File: src/rtl/usb_cdc_pkg.sv
// Shared sizing for the USB CDC byte FIFOs, used by the endpoint side and the bus wrapper.
package usb_cdc_pkg;
    localparam int CDC_DW    = 8;
    localparam int CDC_AW    = 4;
    localparam int CDC_DEPTH = 2 ** CDC_AW;
endpackage

File: src/rtl/usb_cdc_byte_fifo_if.sv
// Push/pop/status bundle between a CDC byte FIFO and whoever drives it.
interface usb_cdc_byte_fifo_if
    import usb_cdc_pkg::*;
#(
    parameter int DW = CDC_DW,
    parameter int AW = CDC_AW
);
    logic          flush;
    logic          push;
    logic [DW-1:0] wdata;
    logic          pop;
    logic [DW-1:0] rdata;
    logic          full;
    logic          empty;
    logic [AW:0]   level;
    logic [AW-1:0] th;
    logic          level_above;
    logic          level_below;
    logic          overflow;
    logic          underflow;
    logic          clr_err;

    modport master (
        output flush, push, wdata, pop, th, clr_err,
        input  rdata, full, empty, level, level_above, level_below, overflow, underflow
    );

    modport slave (
        input  flush, push, wdata, pop, th, clr_err,
        output rdata, full, empty, level, level_above, level_below, overflow, underflow
    );
endinterface

File: src/rtl/usb_cdc_fifo_mem.sv
// FIFO storage: one write port, one asynchronous read port; not reset so it can be swapped for a macro.
module usb_cdc_fifo_mem
    import usb_cdc_pkg::*;
#(
    parameter int DW = CDC_DW,
    parameter int AW = CDC_AW
) (
    input  logic          clk,
    input  logic          we,
    input  logic [AW-1:0] waddr,
    input  logic [DW-1:0] wdata,
    input  logic [AW-1:0] raddr,
    output logic [DW-1:0] rdata
);
    logic [DW-1:0] mem_q [2**AW];

    always_ff @(posedge clk) begin
        if (we) begin
            mem_q[waddr] <= wdata;
        end
    end

    assign rdata = mem_q[raddr];
endmodule

File: src/rtl/usb_cdc_byte_fifo.sv
// First-word-fall-through byte FIFO with occupancy level, threshold flags and sticky error flags.
module usb_cdc_byte_fifo
    import usb_cdc_pkg::*;
#(
    parameter int DW = CDC_DW,
    parameter int AW = CDC_AW
) (
    input  logic                clk,
    input  logic                rst,
    usb_cdc_byte_fifo_if.slave  fifo
);
    localparam int DEPTH = 2 ** AW;

    logic [AW-1:0] wr_ptr_q, wr_ptr_d;
    logic [AW-1:0] rd_ptr_q, rd_ptr_d;
    logic [AW:0]   level_q, level_d;
    logic          overflow_q, overflow_d;
    logic          underflow_q, underflow_d;
    logic          full, empty;
    logic          push_ok, pop_ok;
    logic          mem_we;

    assign full  = (level_q == (AW+1)'(DEPTH));
    assign empty = (level_q == '0);

    // A push into a full FIFO is still taken when the head leaves in the same cycle.
    assign pop_ok  = fifo.pop & ~empty;
    assign push_ok = fifo.push & (~full | pop_ok);
    assign mem_we  = push_ok & ~fifo.flush & ~rst;

    always_comb begin
        wr_ptr_d    = wr_ptr_q;
        rd_ptr_d    = rd_ptr_q;
        level_d     = level_q;
        overflow_d  = overflow_q & ~fifo.clr_err;
        underflow_d = underflow_q & ~fifo.clr_err;
        if (fifo.flush) begin
            wr_ptr_d = '0;
            rd_ptr_d = '0;
            level_d  = '0;
        end else begin
            if (push_ok) wr_ptr_d = wr_ptr_q + 1'b1;
            if (pop_ok)  rd_ptr_d = rd_ptr_q + 1'b1;
            case ({push_ok, pop_ok})
                2'b10:   level_d = level_q + 1'b1;
                2'b01:   level_d = level_q - 1'b1;
                default: level_d = level_q;
            endcase
            // A fresh error outranks clr_err in the same cycle.
            if (fifo.push & ~push_ok) overflow_d  = 1'b1;
            if (fifo.pop & ~pop_ok)   underflow_d = 1'b1;
        end
    end

    always_ff @(posedge clk) begin
        if (rst) begin
            wr_ptr_q    <= '0;
            rd_ptr_q    <= '0;
            level_q     <= '0;
            overflow_q  <= 1'b0;
            underflow_q <= 1'b0;
        end else begin
            wr_ptr_q    <= wr_ptr_d;
            rd_ptr_q    <= rd_ptr_d;
            level_q     <= level_d;
            overflow_q  <= overflow_d;
            underflow_q <= underflow_d;
        end
    end

    usb_cdc_fifo_mem #(
        .DW (DW),
        .AW (AW)
    ) u_mem (
        .clk   (clk),
        .we    (mem_we),
        .waddr (wr_ptr_q),
        .wdata (fifo.wdata),
        .raddr (rd_ptr_q),
        .rdata (fifo.rdata)
    );

    assign fifo.full        = full;
    assign fifo.empty       = empty;
    assign fifo.level       = level_q;
    assign fifo.level_above = (level_q > {1'b0, fifo.th});
    assign fifo.level_below = (level_q < {1'b0, fifo.th});
    assign fifo.overflow    = overflow_q;
    assign fifo.underflow   = underflow_q;
endmodule
File: src/flat_wrapper.sv
// flat-port wrapper written by rule: the top's interface ports become plain ports
module usb_cdc_byte_fifo_flat import usb_cdc_pkg::*;
#(
    parameter int DW = CDC_DW,
    parameter int AW = CDC_AW
)
  (clk, rst, fifo_flush, fifo_push, fifo_wdata, fifo_pop, fifo_th, fifo_clr_err, fifo_rdata, fifo_full, fifo_empty, fifo_level, fifo_level_above, fifo_level_below, fifo_overflow, fifo_underflow);
  usb_cdc_byte_fifo_if #(.DW(DW), .AW(AW)) fifo_i ();
  input  logic clk;
  input  logic rst;
  input wire logic [$bits(fifo_i.flush)-1:0] fifo_flush;
  input wire logic [$bits(fifo_i.push)-1:0] fifo_push;
  input wire logic [$bits(fifo_i.wdata)-1:0] fifo_wdata;
  input wire logic [$bits(fifo_i.pop)-1:0] fifo_pop;
  input wire logic [$bits(fifo_i.th)-1:0] fifo_th;
  input wire logic [$bits(fifo_i.clr_err)-1:0] fifo_clr_err;
  output wire logic [$bits(fifo_i.rdata)-1:0] fifo_rdata;
  output wire logic [$bits(fifo_i.full)-1:0] fifo_full;
  output wire logic [$bits(fifo_i.empty)-1:0] fifo_empty;
  output wire logic [$bits(fifo_i.level)-1:0] fifo_level;
  output wire logic [$bits(fifo_i.level_above)-1:0] fifo_level_above;
  output wire logic [$bits(fifo_i.level_below)-1:0] fifo_level_below;
  output wire logic [$bits(fifo_i.overflow)-1:0] fifo_overflow;
  output wire logic [$bits(fifo_i.underflow)-1:0] fifo_underflow;
  assign fifo_i.flush = fifo_flush;
  assign fifo_i.push = fifo_push;
  assign fifo_i.wdata = fifo_wdata;
  assign fifo_i.pop = fifo_pop;
  assign fifo_i.th = fifo_th;
  assign fifo_i.clr_err = fifo_clr_err;
  assign fifo_rdata = fifo_i.rdata;
  assign fifo_full = fifo_i.full;
  assign fifo_empty = fifo_i.empty;
  assign fifo_level = fifo_i.level;
  assign fifo_level_above = fifo_i.level_above;
  assign fifo_level_below = fifo_i.level_below;
  assign fifo_overflow = fifo_i.overflow;
  assign fifo_underflow = fifo_i.underflow;
  usb_cdc_byte_fifo #(.DW(DW), .AW(AW)) u_core (.clk(clk), .rst(rst), .fifo(fifo_i));
endmodule
File: config.mk
export PLATFORM = sky130hd
export DESIGN_NAME = usb_cdc_byte_fifo_flat
export DESIGN_NICKNAME = d
export VERILOG_FILES = /design/src/rtl/usb_cdc_pkg.sv /design/src/rtl/usb_cdc_byte_fifo_if.sv /design/src/rtl/usb_cdc_fifo_mem.sv /design/src/rtl/usb_cdc_byte_fifo.sv /design/src/flat_wrapper.sv
export SDC_FILE = /design/constraint.sdc
export NUM_CORES = 1
export LEC_CHECK = 0
export ABC_AREA = 1
export CORE_UTILIZATION = 52
export DETAILED_ROUTE_END_ITERATION = 8
export PLACE_DENSITY = 0.72
export SYNTH_ARGS = -nofsm -noshare
export SYNTH_HDL_FRONTEND = slang
export SYNTH_SLANG_ARGS = --single-unit
File: constraint.sdc
create_clock -name clk -period 4.6 [get_ports clk]
set_clock_uncertainty 0.2 [all_clocks]
set_input_delay 0.92 -clock clk [delete_from_list [all_inputs] [get_ports clk]]
set_output_delay 0.92 -clock clk [all_outputs]
set_load 0.02 [all_outputs]
==> summary by stage <==
Setup path
The cell family contributing the most delay on the critical path is buffers and inverters. The highest fanout seen on the critical path is 2. The library cell contributing the largest single delay on the critical path is sky130_fd_sc_hd__clkdlybuf4s50_1. The critical path is of the in -> out type.

Data on the critical path is required at its endpoint by 3480 ps. STA classifies the critical path startpoint as an input pin. In this design, the critical path's most frequently occurring cell is sky130_fd_sc_hd__clkdlybuf4s50_1. The critical path goes through clkdlybuf4s50_1 > inv_1 > ha_1 > a21oi_1 > nor2_1 > nor4_1 > clkdlybuf4s50_1. The capturing element type of the critical path is an output port. Counting both buffers and inverters, the worst setup path holds a total of 3. STA puts the critical path data arrival time at 2920 ps. For this run, the slowest stage of the critical path takes 680 ps.

Die
Pin placement for this block handled 37 I/O pins. The floorplan step defined a die boundary enclosing 12700 µm². The effective utilization at floorplan is 53.1%. Row generation in the floorplan step produced 40 rows. The die outline height is 113 µm. Measured along the x axis, the die boundary spans 113 µm. The area of the placeable core is 12000 µm².

Place
The worst slack at placement is 532 ps. The total instance count after detailed placement is 725. The weighted congestion reported at the end of routability-driven placement is 0.790. The number of buffers inserted by port buffering is 36. The cell area reported after detailed placement is 6850 µm². The placed wire-length estimate is 7960 µm.

Global route
The largest net degree at the start of global routing is 70. The initial antenna violation count is 0. The total global routing track utilization is 21.1%. The first global-routing pass estimated 20000 µm of wire.

Global routing finished with a remaining overflow of 0. The via count of the first global-routing pass was 4065.

STA
Setup repair after global routing left no endpoint under its margin. The accumulated negative setup slack is 0 ps. The number of max-slew violations in the final report is 0. The maximum clock rate is 247 MHz. Across all hold checks on the routed design, the worst slack comes to 292 ps. For the pin with the worst max-slew slack, the measured transition is 949 ps. The final worst-path cycle share is 87.9%. The worst relative slew slack is 36.5%. Setup violations remaining at the end of the flow were counted as 0. After layout, the worst setup slack is 556 ps. The smallest clock period supported by the final layout is computed as 4040 ps.

The number of failing hold endpoints at the final stage was 0.

Logic synthesis
The synthesized instance count is 563. The post-synthesis sequential element count is 147. Sequential cells were found to cover 66.2% of the synthesized design area. In this run the mean area of a mapped cell was 11.3 µm². The Yosys step of the flow raised 0 warnings.

Synthesis produced a netlist with a net count of 594. The area fraction of the dominant cell type after synthesis is 60.2%. By area the synthesized netlist is led by sky130_fd_sc_hd__edfxtp_1 (60%), sky130_fd_sc_hd__dfxtp_1 (6.0%), sky130_fd_sc_hd__inv_1 (5.1%). The cell type with the highest aggregate area in the netlist is sky130_fd_sc_hd__edfxtp_1. The synthesized netlist contains 31 unique library cells. After synthesis the cells add up to 6380 µm².

Routing
The remaining design rule violation count is 0. The iteration-0 DRC count of the detailed router is 471. Dividing the detail-routed wire length by the instance count gives 16.4 µm. The first detailed-routing pass ran for 5 iterations. The total number of vias is 4138.

In this run the remaining antenna-violating nets after routing total 0. Wires add up to 12400 µm. After detailed routing, the number of vias per cell comes to 5.47.

Pwr
Dividing total power by cell area gives a power density of 404 nW/µm². The analysis attributes to cell leakage a power of 2.77 nW. The final total power is 3.00 mW. The peak ir drop on the vdd network is 299 µV.

Clocking
The number of hold buffers added after CTS was 0. TritonCTS created 17 clock buffers. The number of gates resized after cts is 0.

The cell chosen for the clock root is sky130_fd_sc_hd__clkbuf_16. Clock latency on the worst-skew pair, taken at its later pin, is 420 ps. Clock-pin slew was measured on the worst setup and hold paths at 60 ps. In this run the number of H-tree levels came out at 4. Once the clock tree was built, the setup fixing pass inserted 0 buffers.

The clock passes through at most 2 buffers. The TritonCTS clock tree is done. The count of clock tree sinks is 147.

Layout
The count of placed standard cells in the final layout, fillers left out is 757. The net count of the finished layout is 628. Cells fill 61.8% of the core in the end. Compared with the post-synthesis result, the final layout area differs by 16.3%. Counting the fill cells in the layout gives 924.

The post-route standard cell area excluding fillers is 7430 µm². The repair_antennas step left the layout with diodes totalling 0. The fraction of final layout cells with drive strength greater than 1 is 9.67%.

Outcome
The run finished with clean final reports.

Job
The max-capacitance violation count is 0.

Min path
The kind of path behind the tightest hold check is reg -> reg.
[cells in the final DEF (no fill, tap or decap), types with 2 or more instances in the layout]
master	instances
sky130_fd_sc_hd__edfxtp_1	128
sky130_fd_sc_hd__inv_1	86
sky130_fd_sc_hd__nand3_1	58
sky130_fd_sc_hd__nand2_1	58
sky130_fd_sc_hd__a21oi_1	44
sky130_fd_sc_hd__o21ai_0	41
sky130_fd_sc_hd__clkdlybuf4s50_1	36
sky130_fd_sc_hd__o211ai_1	32
sky130_fd_sc_hd__nor2_1	29
sky130_fd_sc_hd__clkbuf_16	19
sky130_fd_sc_hd__dfxtp_1	17
sky130_fd_sc_hd__ha_1	12
sky130_fd_sc_hd__clkinv_2	9
sky130_fd_sc_hd__nand2_4	7
sky130_fd_sc_hd__nor3_2	4
sky130_fd_sc_hd__clkbuf_8	4
sky130_fd_sc_hd__buf_4	4
sky130_fd_sc_hd__inv_2	3
sky130_fd_sc_hd__xor2_1	3
sky130_fd_sc_hd__inv_4	2
[layer usage]
| metal | GRT usage [%] | wire (µm) | vias to the layer above |
|---|---|---|---|
| met5 | 0 | 0 | - |
| met3 | 5.36 | 598 | 22 |
| met2 | 35.3 | 6270 | 114 |
| met1 | 26.3 | 5330 | 1981 |
| met4 | 8.62 | 228 | 0 |
| li1 | - | - | 2021 |
[kinds of logic after synthesis]
group                    after synthesis  synth area share (%)
flip-flops                           147                  66.2
AO/OA/AOI/OAI                        118                  10.5
adder cells (fa/ha/maj)               13                  2.67
XOR/XNOR                               4                 0.549
buffers and inverters                117                  7.49
AND/OR/NAND/NOR                      164                  12.6
[power breakdown]
part           leakage (nW)  internal (mW)  switching (mW)
registers              1.31           1.46          0.0232
logic                  1.16         0.0907           0.133
clock network         0.299          0.803           0.493
[sequential cells by signal, indices dropped and copies added, names as in the netlist, named ones only]
register	cells
u_core.rd_ptr_q	4
u_core.fifo.level	5
u_core.wr_ptr_q	4
u_core.fifo.overflow	1
u_core.u_mem.mem_q	128
u_core.fifo.underflow	1
[worst min-delay path, stage by stage, from the launching register on]
cell                      delay (ps)
sky130_fd_sc_hd__dfxtp_1         310
sky130_fd_sc_hd__nand3_1          80
sky130_fd_sc_hd__o31ai_1          60
[Yosys cell counts]
library cell and count:
sky130_fd_sc_hd__edfxtp_1 128, sky130_fd_sc_hd__nor2_1 29, sky130_fd_sc_hd__nor2_2 1, sky130_fd_sc_hd__nand2_1 58
sky130_fd_sc_hd__nand2_4 7, sky130_fd_sc_hd__xor2_1 3, sky130_fd_sc_hd__fa_1 1, sky130_fd_sc_hd__buf_6 2
sky130_fd_sc_hd__nand4_1 1, sky130_fd_sc_hd__a21oi_1 44, sky130_fd_sc_hd__nor3_1 1, sky130_fd_sc_hd__o31ai_1 1
sky130_fd_sc_hd__dfxtp_1 19, sky130_fd_sc_hd__clkinv_2 1, sky130_fd_sc_hd__ha_1 12, sky130_fd_sc_hd__nand3_1 58
sky130_fd_sc_hd__buf_1 2, sky130_fd_sc_hd__nand2_2 1, sky130_fd_sc_hd__nand3b_1 1, sky130_fd_sc_hd__o211ai_1 32
sky130_fd_sc_hd__xnor2_1 1, sky130_fd_sc_hd__inv_2 3, sky130_fd_sc_hd__nand3_2 1, sky130_fd_sc_hd__nor4_1 1
sky130_fd_sc_hd__o21ai_0 41, sky130_fd_sc_hd__nor3_2 4, sky130_fd_sc_hd__buf_2 16, sky130_fd_sc_hd__clkbuf_1 6
sky130_fd_sc_hd__nor2_8 1, sky130_fd_sc_hd__inv_4 1, sky130_fd_sc_hd__inv_1 86
[final timing paths]
| path | from | to | slack, ps | cells after the start |
|---|---|---|---|---|
| worst max-delay path | fifo_th[2] | fifo_level_below | 560 | 7 |
| worst min-delay path | u_core.fifo.overflow | u_core.fifo.overflow | 290 | 2 |
| worst max register to register | u_core.fifo.level[1] | u_core.u_mem.mem_q[5][3] | 2090 | 8 |
| worst min register to register | u_core.fifo.overflow | u_core.fifo.overflow | 290 | 2 |
[layout make-up]
type	count	area [µm²]	share of cell area, %
multi-input combinational	299	1680	22.6
sequential	147	4230	56.9
tap	147	184	2.48
clock buffer	23	531	7.14
inverter	91	345	4.65
clock inverter	9	46.3	0.623
timing repair buffer	41	410	5.53
(Power assumes the default switching activity.)
